==> config.mk <==
export PLATFORM = sky130hd
export DESIGN_NAME = reg_16
export DESIGN_NICKNAME = d
export VERILOG_FILES = /design/src/rtl/reg_16.sv
export SDC_FILE = /design/constraint.sdc
export NUM_CORES = 1
export LEC_CHECK = 0
export CAP_MARGIN = 10
export CORE_ASPECT_RATIO = 1.25
export CORE_UTILIZATION = 29
export CTS_CLUSTER_SIZE = 28
export DETAILED_ROUTE_END_ITERATION = 8
export SYNTH_ARGS = -nofsm -noshare
export SYNTH_HDL_FRONTEND = slang
export SYNTH_SLANG_ARGS = --single-unit
==> constraint.sdc <==
create_clock -name CLK -period 0.8 [get_ports CLK]
set_input_delay 0.16 -clock CLK [delete_from_list [all_inputs] [get_ports CLK]]
set_output_delay 0.16 -clock CLK [all_outputs]
set_load 0.01 [all_outputs]
==> src/rtl/reg_16.sv <==
// General-purpose storage word of the vector datapath: loads I on a rising CLK
// edge when Write is high, otherwise recirculates its contents.
module reg_16 #(
  parameter int unsigned          WIDTH       = 16,
  parameter logic [WIDTH-1:0]     RESET_VALUE = '0
) (
  input  logic             CLK,
  input  logic             RST_N,
  input  logic [WIDTH-1:0] I,
  input  logic             Write,
  output logic [WIDTH-1:0] O
);

  logic [WIDTH-1:0] d_c;

  // Per-bit 2:1 mux: new data on Write, otherwise feed the stored bit back.
  always_comb begin
    d_c = O;
    if (Write) begin
      d_c = I;
    end
  end

  // Storage flops; reset clears the word without waiting for a clock edge.
  always_ff @(posedge CLK or negedge RST_N) begin
    if (!RST_N) begin
      O <= RESET_VALUE;
    end else begin
      O <= d_c;
    end
  end

endmodule

After elaboration in Yosys (flattened, before gate mapping)
Cells that the tools add are included.
{"block": "word_totals", "inputBits": 19, "wordCells": 1, "register_bits": 16, "out_inout_bits": 16}

Logic depth before layout (Yosys ltp)
Gate-level depths: netlist (run 1).
{"block": "depth", "ltp_word": 0, "depth_mapped": 3, "ltp_nobuf": 1}

Least setup slack after synthesis (run 1)
No wires, ideal clock.
{"block": "synth_timing", "path_kind": "in2reg", "startpoint": "input port Write", "endpoint": "register O[10]", "setup_time_ns": 0.125, "cell_stages": 3, "slack_ns": -0.022, "arrival_time_ns": 0.696, "cell_sequence": "buf_6 buf_12 mux2_4"}
{"element": "start: declaration", "line_no": "10", "rtl": "input logic Write,"}
{"element": "end signal: assignment", "line_no": "27", "rtl": "O <= RESET_VALUE;"}
{"element": "end signal: assignment", "line_no": "29", "rtl": "O <= d_c;"}
{"element": "end: declaration", "line_no": "11", "rtl": "output logic [WIDTH-1:0] O"}
No word-level cell between the ends.

Final worst setup path (run 1)
{"block": "layout_timing", "startpoint": "register O[2]", "endpoint": "output port O[2]"}
No word-level cell between the ends.

==> results of run 1 <==
==> power by group through the flow <==
stage                     registers [mW]  logic (mW)  clock network, mW
final                              0.932       0.500              0.533
after global routing               0.941       0.534              0.601
after CTS                          0.930       0.499              0.553
after detailed placement           0.948       0.542                  0
after global placement             0.946       0.539                  0
after floorplan                    0.985       0.147                  0
==> synth_stat cells <==
cell type and number:
buf_6 1, mux2_2 6, dfrtp_1 16, mux2_4 10, buf_12 1
==> worst reg2reg max path, cell delays in order, from the launching register on <==
cell     delay [ns]
dfrtp_1        0.39
buf_4          0.13
mux2_4         0.25
==> how the worst max path moves through the flow <==
stage / from / to / slack (ns) / cells past startpoint
CTS: O[2] / O[2] / -0.20 / 1
global route: O[2] / O[2] / -0.23 / 1
detailed placement: Write / O[0] / -0.53 / 3
floorplan: Write / O[10] / -0.02 / 3
finish: O[2] / O[2] / -0.18 / 1
global placement: Write / O[2] / -0.52 / 3
==> cell type report <==
class | count | area [sq um]
clock buffers | 4 | 36.3
well taps | 30 | 37.5
multi-input cells | 16 | 218
flip-flops and latches | 16 | 400
repair buffers | 47 | 429
fillers | 178 | 928
==> timing repair <==
action	in CTS	in global routing
setup buffers	6	1
resized for setup	69	3
cloned	1	0
endpoints found under the setup margin	32	25
==> layer usage <==
layer	wire, um	vias to the layer above	GRT usage, %
met2	585	28	18.6
li1	-	216	-
met1	660	216	17.9
met3	149	0	4.87
met4	0	0	6.06
met5	0	-	0
==> cells by family (layout without fill, tap and decap cells) <==
group	Yosys count	count (layout)	share of synthesized area, %
multiplexers	16	16	33.5
buffers and inverters	2	51	4.82
flip-flops	16	16	61.7
==> through the flow <==
step | TNS [ns] | power, mW | worst slack (ns) | utilization (%) | hold slack [ns]
4_1_cts | -3.55 | 1.98 | -0.196 | 54.2 | 0.203
3_3_place_gp | -11.38 | 1.48 | -0.520 | 54.2 | 0.493
6_report | -3.35 | 1.97 | -0.178 | 54.7 | 0.204
3_5_place_dp | -11.52 | 1.49 | -0.532 | 54.2 | 0.496
2_1_floorplan | -0.179 | 1.13 | -0.0179 | - | -0.136
5_1_grt | -4.30 | 2.08 | -0.226 | 54.7 | 0.188
==> results.md, run 1 <==
- Slew Viols, Final: 0
- Synth cell types: 5
- Core area: 2050 sq um
- CTS tree: yes
- Pre-antenna DRT Iters: 4
- Antenna diodes: 0
- Outcome: complete, but fails checks
- Initial core utilization: 31.7%
- CP max-delay cell: dfrtp_1
- Sw Share: 23.3%
- Initial antenna violation count: 0
- Top delay family on crit path: flip-flops
- Failing checks: setup timing
- Post-route cell area: 1120 sq um
- Vias: 460
- Power share of the clock group: 27.1%
- Mapped cell area: between 600 and 700 sq um
- CTS Sinks: 16
- Post-DP Area: 1110 sq um
- Sequential fraction of design power: 47.4%
- Total track usage: 13.2%
- R2r setup slk: -0.08 ns
- Final period util: 122%
- Post-Syn Nets: 53
- Clk Latency, worst-skew pair: 0.28 ns
- Post-synth top area share: between 60 and 70%
- Num CTS Buffers: 3
- Clock transition at path regs: 0.10 ns
- Class of the worst hold path: primary input to async pin
- Post-cts hold buffer count: 0
- Detailed Place HPWL: 947 um
- Residual DRC count: 0
- Most frequent cells in the layout: clkdlybuf4s50_1, dfrtp_1, buf_2
- Fin crit period: 0.978 ns
- Final setup vio count: 25
- Placed insts: 108
- Max_cap viols: 0
- Share of layout cells above drive strength 1: about 60%
- Root Buffer Master: clkbuf_4
- Yosys top cell by area: dfrtp_1
- Slowest stage delay, CP: ~0.39 ns
- RR Endpoint: O[12]
- Via density: between 4 and 5
- CTS H-tree depth: 1
- WS Path Type: register to output pin
- Largest Register: O
- Synth Register Bits: 16
- Share of the yosys chip area belonging to registers: between 60 and 70%
- Largest net degree at the start of global routing: 17
- CTS Buffer Depth: 2
- Max reg flops: 16
- Area Overhead vs Synth: 72.6%
- Worst endpoint required time: 0.64 ns
- Startpoint Class: register
- Port Buffers: 34
- Cell Pwr Density: roughly 1800 nW/um^2
- Detailed Route Iter0 Violations: 9
- Worst reg2reg path startpoint: O[12]
- Unrepaired setup endpoints after global routing: yes
- Largest cells by area after synthesis: dfrtp_1, mux2_4, mux2_2
- Worst r2r path cells: 2
- Lkg Pwr: 0.542 nW
- Die Area: 2430 sq um
- Maximum vdd drop: 884 uV
- Final std cells w/o fill: 113
- Die Wd: 44.3 um
- Ys Warns: 0
- RePlAce Congestion: 0.673
- Grt ovf: 0
- Setup Skew: 0 ns
- Top Registers: O x16
- CP bufs+invs: 1
- # IOs: 35
- First-pass GRT wire length: 2210 um
- FMAX: 1020 MHz
- Final Hold Vio Count: 0
- Core Rows: 18
- Setup WS post-layout: -0.178 ns
- CP arrival: approximately 0.82 ns
- Vias in the first global route: 477
- Wire length per cell: 12.3 um
- Syn avg cell area: about 19 sq um
- Mapped Cells: 34
- CP max FO: 2
- NetSw: 459 uW
- Slew margin rel.: between 80% and 90%
- Internal power: 1.51 mW
- Logic pwr share: 25.5%
- Commonest non-fill, non-tap cell in the layout: clkdlybuf4s50_1
- Net total in the final layout: 103
- Drt total wl: 1400 um
- Worst slew pin tran: 0.186 ns
- Die extent in y: 54.9 um
- Final ANT Viol Nets: 0
- CP Capture Type: output pin
- CP Cell Sequence: buf_2
No activity file was read; power rests on OpenSTA's default activity.
==> inputs of run 2 (changes only) <==
--- a/config.mk
+++ b/config.mk
@@ -12,2 +12,3 @@
 export DETAILED_ROUTE_END_ITERATION = 8
+export PLACE_DENSITY = 0.59
 export SYNTH_ARGS = -nofsm -noshare
--- a/constraint.sdc
+++ b/constraint.sdc
@@ -3,2 +3,2 @@
 set_output_delay 0.16 -clock CLK [all_outputs]
-set_load 0.01 [all_outputs]
+set_load 0.005 [all_outputs]
==> run 2 against run 1 <==
  * The run still ends with setup timing left
  * Count of clock-buffer cells in the layout is the same
  * Largest power group unchanged
  * Critical path type unchanged
  * Maximum frequency rose by 0.93%
  * Cell area fell by 1.1%
  * Critical endpoint is now O[10]
  * Utilization down 0.61 points
  * Clock power decreased by 4.7%
  * Final cell count down 0.88%
  * Power is 3.5% lower
  * Sequential power barely moved
==> results.md, run 2 (synthesized netlist as in run 1, its figures left out) <==
- Root Buffer Master: clkbuf_4 (unchanged)
- Fill cells: 189 (was 178)
- Share of layout cells above drive strength 1: 59.8% (was 59.0%)
- CP max-delay cell: dfrtp_1 (unchanged)
- Lkg Pwr: 0.535 nW (was 0.542 nW)
- Vias: 453 (was 460)
- Wire length per cell: 12.4 um (was 12.3 um)
- Drt total wl: 1380 um (was 1400 um)
- Startpoint Class: register (unchanged)
- CP max FO: 2 (unchanged)
- Cell Pwr Density: 1710 nW/um^2 (was 1750 nW/um^2)
- R2r setup slk: -0.08 ns (about the same)
- RR Endpoint: O[10] (was O[12])
- Final setup vio count: 25 (unchanged)
- CTS Sinks: 16 (unchanged)
- WS Path Type: register to output pin (unchanged)
- Setup Skew: 0 ns (unchanged)
- Placed insts: 105 (was 108)
- Largest net degree at the start of global routing: 17 (unchanged)
- Via density: 4.04 (was 4.07)
- Slew margin rel.: 92.0% (was 87.6%)
- Num CTS Buffers: 3 (unchanged)
- CTS tree: yes (unchanged)
- Antenna diodes: 0 (unchanged)
- Initial antenna violation count: 0 (unchanged)
- RePlAce Congestion: 0.672 (was 0.673)
- Fin crit period: 0.969 ns (was 0.978 ns)
- CP Cell Sequence: buf_2 (unchanged)
- Max reg flops: 16 (unchanged)
- Setup TNS Final: -3.02 ns (was -3.35 ns)
- Worst setup path endpoint: O[10] (was O[2])
- Grt ovf: 0 (unchanged)
- First-pass GRT wire length: 2350 um (was 2210 um)
- Core area: 2050 sq um (unchanged)
- Post-cts hold buffer count: 0 (unchanged)
- Slowest stage delay, CP: 0.40 ns (was 0.39 ns)
- Net total in the final layout: 102 (was 103)
- Worst endpoint required time: 0.64 ns (about the same)
- Vias in the first global route: 489 (was 477)
- Setup WS post-layout: -0.169 ns (was -0.178 ns)
- Detailed Route Iter0 Violations: 0 (was 9)
- Final ANT Viol Nets: 0 (unchanged)
- CTS H-tree depth: 1 (unchanged)
- Top delay family on crit path: flip-flops (unchanged)
- Port Buffers: 34 (unchanged)
- Worst reg2reg path startpoint: O[10] (was O[12])
- Residual DRC count: 0 (unchanged)
- Initial core utilization: 31.7% (unchanged)
- Pre-antenna DRT Iters: 1 (was 4)
- CP Capture Type: output pin (unchanged)
- Core Rows: 18 (unchanged)
- Final period util: 121% (was 122%)
- Commonest non-fill, non-tap cell in the layout: clkdlybuf4s50_1 (unchanged)
- Final Hold Vio Count: 0 (unchanged)
- Worst r2r path cells: 2 (unchanged)
- CP arrival: 0.81 ns (was 0.82 ns)
- Die Area: 2430 sq um (unchanged)
- Outcome: complete, but fails checks (unchanged)
- # IOs: 35 (unchanged)
- Die extent in y: 54.9 um (unchanged)
- Max_cap viols: 0 (unchanged)
- CTS Buffer Depth: 2 (unchanged)
- Largest Register: O (unchanged)
- Area Overhead vs Synth: 70.7% (was 72.6%)
- Maximum vdd drop: 1210 uV (was 884 uV)
- Clk Latency, worst-skew pair: 0.28 ns (about the same)
- Unrepaired setup endpoints after global routing: yes (unchanged)
- Failing checks: setup timing (unchanged)
- Worst slew pin tran: 0.120 ns (was 0.186 ns)
- CP Depth: 1 (unchanged)
- FMAX: 1030 MHz (was 1020 MHz)
- Total track usage: 13.8% (was 13.2%)
- Die Wd: 44.3 um (unchanged)
- Crit path from: O[10] (was O[2])
- Most frequent cells in the layout: clkdlybuf4s50_1, dfrtp_1, buf_2 (unchanged)
- Final std cells w/o fill: 112 (was 113)
- CP bufs+invs: 1 (unchanged)
- Top Registers: O x16 (unchanged)
- Slew Viols, Final: 0 (unchanged)
- Class of the worst hold path: primary input to async pin (unchanged)
- Clock transition at path regs: 0.09 ns (was 0.10 ns)
==> run 2: worst min-delay path by stage <==
stage	to	cells past startpoint	start
6_report	O[10]	2	RST_N
5_1_grt	O[13]	2	RST_N
4_1_cts	O[10]	2	RST_N
3_5_place_dp	O[7]	1	O[7]
3_3_place_gp	O[7]	1	O[7]
2_1_floorplan	O[0]	0	RST_N
==> run 2: cell type report <==
cell class              instances  area [sq um]  share of cell area, %
multi-input cells              16           218                   19.6
well taps                      30          37.5                   3.39
clock buffers                   4          36.3                   3.27
flip-flops and latches         16           400                   36.1
repair buffers                 46           417                   37.6
==> run 2: power breakdown <==
| group | internal (mW) | switching (mW) |
|---|---|---|
| registers | 0.889 | 0.0414 |
| logic | 0.332 | 0.125 |
| clock network | 0.276 | 0.232 |
==> run 2: repair_timing <==
| item | CTS | global route |
|---|---|---|
| setup endpoints to repair | 32 | 24 |
| resized for setup | 68 | 3 |
| gates cloned | 1 | 0 |
| setup buffers | 2 | 2 |
| hold endpoints to repair | 0 | 0 |
==> run 2: per-layer routing <==
layer | global-route usage (%) | part of all wire [%]
met4 | 7.58 | 0.72
met3 | 2.60 | 8.8
met2 | 20.8 | 47
met1 | 18.8 | 44
met5 | 0 | 0
==> run 2: through the flow <==
step | setup WS [ns] | cell area (sq um) | total power [mW] | utilization [%] | hold slack [ns]
3_3_place_gp | -0.500 | 1090 | 1.44 | 53.1 | 0.496
3_5_place_dp | -0.515 | 1090 | 1.44 | 53.1 | 0.496
2_1_floorplan | -0.0179 | 653 | 1.10 | - | -0.136
6_report | -0.169 | 1110 | 1.90 | 54.1 | 0.215
5_1_grt | -0.220 | 1110 | 2.02 | 54.1 | 0.204
4_1_cts | -0.171 | 1080 | 1.91 | 52.8 | 0.206
==> inputs of run 3 (changes only) <==
- ABC_CLOCK_PERIOD_IN_PS: not set -> 800
- CORE_MARGIN: not set -> 2
- PLACE_DENSITY: 0.59 -> not set
==> run 3 against run 2 <==
  * The flow still finishes with violations (setup timing)
  * Largest power group unchanged
  * Largest cell class unchanged
  * Count of clock-buffer cells in the layout unchanged
  * Maximum frequency hardly changed
  * Flip-flop and latch count did not move
  * Hold slack got worse by 0.0063 ns
  * Die area increased by 8.3%
  * Clock skew is the same
==> results.md, run 3 (synthesized netlist as in run 1, its figures left out) <==
- Grt ovf: 0 (unchanged)
- Worst reg2reg path startpoint: O[6] (was O[10])
- Slew margin rel.: 90.1% (was 92.0%)
- Antenna diodes: 0 (unchanged)
- Final period util: 121% (about the same)
- Clock transition at path regs: 0.10 ns (was 0.09 ns)
- Clk Latency, worst-skew pair: 0.28 ns (about the same)
- CP Cell Sequence: buf_2 (unchanged)
- Setup Skew: 0 ns (unchanged)
- Commonest non-fill, non-tap cell in the layout: clkdlybuf4s50_1 (unchanged)
- Largest Register: O (unchanged)
- Pre-antenna DRT Iters: 2 (was 1)
- NetSw: 422 uW (was 399 uW)
- Final ANT Viol Nets: 0 (unchanged)
- Total track usage: 12.7% (was 13.8%)
- Logic pwr share: 23.7% (was 24.1%)
- R2r setup slk: -0.08 ns (about the same)
- Initial antenna violation count: 0 (unchanged)
- Area of the multi-input gates: 218 sq um (unchanged)
- Residual DRC count: 0 (unchanged)
- RR Endpoint: O[6] (was O[10])
- Drt total wl: 1420 um (was 1380 um)
- Largest net degree at the start of global routing: 17 (unchanged)
- CP Depth: 1 (unchanged)
- Detailed Route Iter0 Violations: 2 (was 0)
- Top Registers: O x16 (unchanged)
- CP max FO: 2 (unchanged)
- Lkg Pwr: 0.538 nW (was 0.535 nW)
- WS Path Type: register to output pin (unchanged)
- Num CTS Buffers: 3 (unchanged)
- Area Overhead vs Synth: 70.5% (was 70.7%)
- Sw Share: 22.0% (was 21.0%)
- Post-route cell area: 1110 sq um (about the same)
- Max reg flops: 16 (unchanged)
- CP bufs+invs: 1 (unchanged)
- Fin crit period: 0.970 ns (was 0.969 ns)
- Core area: 2160 sq um (was 2050 sq um)
- Initial core utilization: 30.0% (was 31.7%)
- RePlAce Congestion: 0.607 (was 0.672)
- Root Buffer Master: clkbuf_4 (unchanged)
- CTS Buffer Depth: 2 (unchanged)
- Sequential fraction of design power: 48.5% (was 49.1%)
- Vias: 461 (was 453)
- Slew Viols, Final: 0 (unchanged)
- Via density: 4.04 (about the same)
- Slowest stage delay, CP: 0.40 ns (about the same)
- Die extent in y: 56.9 um (was 54.9 um)
- Port Buffers: 34 (unchanged)
- Startpoint Class: register (unchanged)
- Setup WS post-layout: -0.170 ns (was -0.169 ns)
- Max_cap viols: 0 (unchanged)
- Fill cells: 207 (was 189)
- Top delay family on crit path: flip-flops (unchanged)
- Die Wd: 46.3 um (was 44.3 um)
- Register area: 400 sq um (unchanged)
- First-pass GRT wire length: 2390 um (was 2350 um)
- Final Hold Vio Count: 0 (unchanged)
- Unrepaired setup endpoints after global routing: yes (unchanged)
- Final core utilization: 51.2% (was 54.1%)
- Post-DP Area: 1100 sq um (was 1090 sq um)
- Final setup vio count: 26 (was 25)
- Crit path from: O[0] (was O[10])
- Cell Pwr Density: 1730 nW/um^2 (was 1710 nW/um^2)
- Wire length per cell: 12.5 um (was 12.4 um)
- Worst setup path endpoint: O[0] (was O[10])
- Most frequent cells in the layout: clkdlybuf4s50_1, dfrtp_1, buf_2 (unchanged)
- Worst endpoint required time: 0.64 ns (about the same)
- Power share of the clock group: 27.7% (was 26.8%)
- Net total in the final layout: 103 (was 102)
- Core Rows: 19 (was 18)
- Detailed Place HPWL: 963 um
- Vias in the first global route: 530 (was 489)
- Internal power: 1.50 mW (about the same)
- # IOs: 35 (unchanged)
- CP Capture Type: output pin (unchanged)
- Maximum vdd drop: 983 uV (was 1210 uV)
- CP arrival: 0.81 ns (about the same)
- Outcome: complete, but fails checks (unchanged)
- CP max-delay cell: dfrtp_1 (unchanged)
- Worst r2r path cells: 2 (unchanged)
- CTS tree: yes (unchanged)
- Failing checks: setup timing (unchanged)
- FMAX: 1030 MHz (about the same)
- Share of layout cells above drive strength 1: 59.0% (was 59.8%)
- Worst slew pin tran: 0.149 ns (was 0.120 ns)
- Class of the worst hold path: primary input to async pin (unchanged)
- CTS Sinks: 16 (unchanged)
- Die Area: 2640 sq um (was 2430 sq um)
- CTS H-tree depth: 1 (unchanged)
## run 3: changes by cell type in the layout (fill, tap and decap cells not counted)
cell / previous run / this run
clkdlybuf4s15_2: 1 / 0
buf_6: 4 / 2
buf_4: 5 / 8
dlygate4sd2_1: 0 / 1
## run 3: how the worst min path moves through the flow
stage / startpoint / to / cells past startpoint
after floorplan: RST_N / O[0] / 0
after global placement: O[0] / O[0] / 1
after detailed placement: O[13] / O[13] / 1
after CTS: RST_N / O[3] / 2
after global routing: RST_N / O[3] / 2
final: RST_N / O[3] / 2
## run 3: timing repair
item	CTS	global route
setup buffers	2	1
cloned	1	0
gates resized for setup	65	2
hold buffers	0	0
setup endpoints to repair	32	25
## run 3: routing by layer
metal	up-vias	track usage [%]	wire length (um)
met2	28	18.3	658
li1	214	-	-
met1	219	17.3	632
met5	-	0	0
met4	0	6.12	0
met3	0	3.22	130
## run 3: cell type report
| class | instances | area share (%) |
|---|---|---|
| sequential | 16 | 36.2 |
| multi-input combinational | 16 | 19.7 |
| tap | 31 | 3.50 |
| timing repair buffer | 47 | 37.4 |
| clock buffer | 4 | 3.28 |
## run 3: per-stage QoR
step	setup TNS [ns]	hold WS (ns)	worst slack [ns]	power, mW	std cells
after global placement	-10.70	0.496	-0.501	1.45	108
after detailed placement	-10.79	0.494	-0.513	1.45	108
after CTS	-3.59	0.206	-0.190	1.95	113
after floorplan	-0.179	-0.136	-0.0179	1.10	34
after global routing	-4.39	0.198	-0.220	2.04	114
final	-3.30	0.209	-0.170	1.92	114
## run 3: power groups by stage
stage / registers, mW / logic [mW] / clock network (mW)
final: 0.931 / 0.455 / 0.532
after global routing: 0.942 / 0.493 / 0.603
after CTS: 0.931 / 0.451 / 0.565
after detailed placement: 0.948 / 0.506 / 0
after global placement: 0.946 / 0.504 / 0
after floorplan: 0.953 / 0.147 / 0
==> RTL change 1 (settings of run 2) <==
Make the reset (`RST_N`) synchronous in one clocked block.
--- a/src/rtl/reg_16.sv
+++ b/src/rtl/reg_16.sv
@@ -22,7 +22,7 @@
   end
 
   // Storage flops; reset clears the word without waiting for a clock edge.
-  always_ff @(posedge CLK or negedge RST_N) begin
+  always_ff @(posedge CLK) begin
     if (!RST_N) begin
       O <= RESET_VALUE;
     end else begin
Formal check against the unedited RTL: differs if RST_N is asserted again (counterexample within 4 cycles, from zero or initial values and one cycle with RST_N low); with RST_N held inactive, the same outputs for 10 cycles.
==> RTL change 1 against run 2 <==
  * The flow still finishes with violations (setup timing)
  * Clock power is 21% lower
  * Routed wire length is 5.5% lower
  * Design area is 5.9% lower
  * Synthesized cell count is 50% higher
  * Sequential cell count stayed put
  * Area after synthesis is 5.2% lower
  * Setup slack better by 87 ps
  * Power is 15% lower
  * Critical path type unchanged
  * Largest cell class unchanged
  * Highest routed layer is now met3
==> RTL change 1: results (changes against run 2) <==
| Metric | Value |
|---|---|
| Synth top area cells | dfxtp_1, mux2i_1, nor2b_1, buf_12, buf_6 |
| Failing checks | setup timing |
| Detailed Route WL | 1.308 mm (-5.5%) |
| Met1 Use GR | 16.19% (-2.7 points) |
| Slowest Stage Delay on Critical Path | 340 ps (-60 ps) |
| Clk slew on worst S/H paths | 80 ps |
| Fin worst setup slack | -82.03 ps (+87.43 ps) |
| Vias in the first global route | 489 (unchanged) |
| Worst IR drop on VDD | 0.0006184 V (-49%) |
| Via density | 4.405 (+8.9%) |
| Commonest cells post-synth | dfxtp_1, mux2i_1, nor2b_1 |
| Seq/Total Area, Yosys | 52.03% (-9.6 points) |
| Leak pwr | 0.4842 nW (-9.5%) |
| Diodes inserted | 0 (unchanged) |
| I/O Buffers | 34 (unchanged) |
| First-pass GRT wire length | 2.166 mm (-7.9%) |
| Worst Path Max Fanout | 2 (unchanged) |
| Dpl hpwl | 883 microns |
| Layout cells sized above 1 | 47.25% (-13 points) |
| Drt pass-1 iters | 3 (+2) |
| Post-synth ARST share | 0% (-100 points) |
| Routability cong. | 0.5824 (-13%) |
| Top Registers | O (16) |
| Main flop type after synthesis | dfxtp_1 |
| Fin Clk Skew | 0 ps (unchanged) |
| Outcome | finished with violations |
| Tot GR Track Use | 12.88% (-0.97 points) |
| Delay-heaviest family, CP | flip-flops |
| Yosys cell types | 6 (+1) |
| M3 GR Usage | 3.413% (+0.82 points) |
| 1st-iter DRT viols | 1 (+1) |
| Ys Warns | 0 (unchanged) |
| Min-Delay Path Class | primary input to flip-flop |
| Max stage delay cell, worst path | dfxtp_2 |
| Initial antenna violation count | 0 (unchanged) |
| Worst Max-Slew Pin Slew | 157.0 ps (+37.16 ps) |
| Clk root buf | clkbuf_4 |
| Syn_nets | 70 (+32%) |
| Crit path DAT | 720 ps (-90 ps) |
| # nets final | 112 (+9.8%) |
| Clock latency on the worst-skew pair | 270 ps |
| H-tree levels | 1 (unchanged) |
| GRT met2 Usage | 19.65% (-1.2 points) |
| Final setup viols | 16 (-36%) |
[RTL change 1: cell types whose count changed in the layout (fill, tap and decap cells not counted), sizes merged]
cell,before,now
clkdlybuf4s15,1,0
dfxtp,0,16
nor2b,0,16
mux2,16,0
buf,27,21
dfrtp,16,0
mux2i,0,16
[RTL change 1: metal layers]
metal  vias up  routed length (microns)  share of wire [%]
li1        248                        -                  -
met4         0                        0                  0
met5         -                        0                  0
met1       210                      545                 42
met2        31                      614                 47
met3         0                      147                 11
[RTL change 1: power by group]
part           leakage [nW]  switching, mW  internal [mW]
sequential            0.138         0.0265          0.853
combinational         0.333         0.0954          0.233
clock                0.0138          0.227          0.174
total                 0.484          0.349           1.26
[RTL change 1: kinds of logic (layout without fill, tap and decap cells)]
family        count (synthesis)  in the layout  share of synthesized area (%)
simple gates                 16             16                          16.26
mux                          16             16                          26.02
flops                        16             16                          52.03
buf+inv                       3             43                          5.690
[RTL change 1: layout make-up]
type / instances / area [sq um]
clock buffer: 3 / 22.52
fill: 201 / 938.4
multi-input combinational: 32 / 264.0
sequential: 16 / 340.3
tap: 20 / 25.02
timing repair buffer: 40 / 391.6
[RTL change 1: worst min-delay path: cells and delay by family]
| kind | cells | cell delay (ps) |
|---|---|---|
| buffers and inverters | 2 | 260 |
| and+or+nand+nor | 1 | 90 |
| muxes | 1 | 80 |
[RTL change 1: final timing paths]
check	cells after the start	slack, ps	from	to
worst max-delay path	1	-80	O[11]	O[11]
worst max register to register	3	30	O[12]	O[12]
worst min register to register	2	510	O[5]	O[5]
worst min-delay path	4	340	Write	O[15]
[RTL change 1: repair_timing]
action | 4_1_cts | 5_1_grt
gates cloned | 1 | 0
setup buffers | 3 | 0
endpoints found under the setup margin | 32 | 24
gates resized for setup | 80 | 10
pin swaps | 0 | 0
[RTL change 1: through the flow]
step	hold slack [ps]	TNS [ps]	instance area [sq um]	worst slack, ps	std cells
finish	342.1	-1189	1044	-82.03	111
global route	349.8	-1982	1044	-137.8	111
CTS	484.0	-1461	1010	-93.75	112
detailed placement	507.8	-9508	993.5	-462.5	105
global placement	497.2	-9187	993.5	-413.8	105
floorplan	288.2	0	615.6	52.08	51
==> RTL change 2 (flow settings as in run 2) <==
Without the edit above. `WIDTH`: 16 -> 20.
--- a/src/rtl/reg_16.sv
+++ b/src/rtl/reg_16.sv
@@ -1,7 +1,7 @@
 // General-purpose storage word of the vector datapath: loads I on a rising CLK
 // edge when Write is high, otherwise recirculates its contents.
 module reg_16 #(
-  parameter int unsigned          WIDTH       = 16,
+  parameter int unsigned          WIDTH       = 20,
   parameter logic [WIDTH-1:0]     RESET_VALUE = '0
 ) (
   input  logic             CLK,
Ports: changed (resized I and O); port bits go from 35 to 43. The function was not compared with the original's and may differ.
==> RTL change 2 against run 2 <==
  * Setup slack worse by 9.5 ps
  * Power up 15%
  * Largest cell class unchanged
  * Area after synthesis up 27%
  * Routed wire length up 22%
  * Worst hold slack worse by 13 ps
  * Register-to-register slack worse by 20 ps
  * Sequential share of layout area up 0.48 points
  * Critical endpoint is now O[19]
  * Design area up 23%
  * Sequential cell count up 4
  * The flow still finishes with violations (setup timing)
==> RTL change 2: results (changes against run 2) <==
| Metric | Value |
|---|---|
| Outcome | finished with violations |
| Failing checks | setup timing |
| Place WS | -521.8 ps (-7.017 ps) |
| I/O Buffers | 42 (+24%) |
| Met3 routed WL | 126 microns (+3.3%) |
| Commonest cells post-synth | dfrtp_1, mux2_4, buf_6 |
| Final setup viols | 30 (+20%) |
| Sink Count | 20 (+4) |
| Worst IR drop on VDD | 0.0007953 V (-34%) |
| M1 WL | 676 microns (+12%) |
| Top Registers | O (20) |
| 1st-iter DRT viols | 2 (+2) |
| P_comb | 0.581 mW (+27%) |
| Seq group | 1.17 mW (+26%) |
| Tot GR Track Use | 12.85% (-0.99 points) |
| Gate count of the mapped netlist | 42 (+24%) |
| Relative slew slack | 90.19% (-1.8 points) |
| First-pass GRT wire length | 2.829 mm (+20%) |
| Syn_nets | 65 (+23%) |
| M3 GR Usage | 3.457% (+0.86 points) |
| RR Endpoint | O[7] |
| CP endpoint | O[19] |
| Fillers | 265 (+40%) |
| Reg power frac | 53.4% (+4.3 points) |
| GRT met2 Usage | 20.66% (-0.18 points) |
| Via density | 4.241 (+4.8%) |
| Detailed Route WL | 1.693 mm (+22%) |
| Synth top area cells | dfrtp_1, mux2_4, buf_6 |
| Routability cong. | 0.6189 (-7.9%) |
| Met1 Use GR | 16.23% (-2.6 points) |
| Worst Hold Margin | 202.5 ps (-12.61 ps) |
| Launching point of the worst reg2reg path | O[7] |
| FF-to-FF setup slack | -100 ps (-20 ps) |
| TNS Setup | -4060 ps (-1037 ps) |
| Drt pass-1 iters | 2 (+1) |
| Layout cells sized above 1 | 58.59% (-1.2 points) |
| #FFs+latches synth | 20 (+4) |
| Yosys cell types | 3 (-2) |
| Fin worst setup slack | -179.0 ps (-9.512 ps) |
[RTL change 2: cell count changes in the layout (fill, tap and decap cells not counted), sizes merged]
cell	run 2	this run
clkdlybuf4s15	1	0
clkdlybuf4s50	17	21
buf	27	34
dfrtp	16	20
clkbuf	4	3
mux2	16	20
[RTL change 2: area by class of cell]
type | instances | area [sq um] | area share (%)
Sequential cell | 20 | 500.5 | 36.60
Timing Repair Buffer | 56 | 501.7 | 36.69
Clock buffer | 3 | 22.52 | 1.647
Tap cell | 34 | 42.54 | 3.111
Multi-Input combinational cell | 20 | 300.3 | 21.96
[RTL change 2: cells by family (layout without fill, tap and decap cells)]
family	after synthesis	count (layout)	share of synthesized area, %
buffers and inverters	2	59	2.735
DFF	20	20	60.79
muxes	20	20	36.47
[RTL change 2: timing repair]
action	CTS	global route
gates resized for setup	83	5
endpoints found under the setup margin	40	32
setup buffers	6	3
cloned	2	0
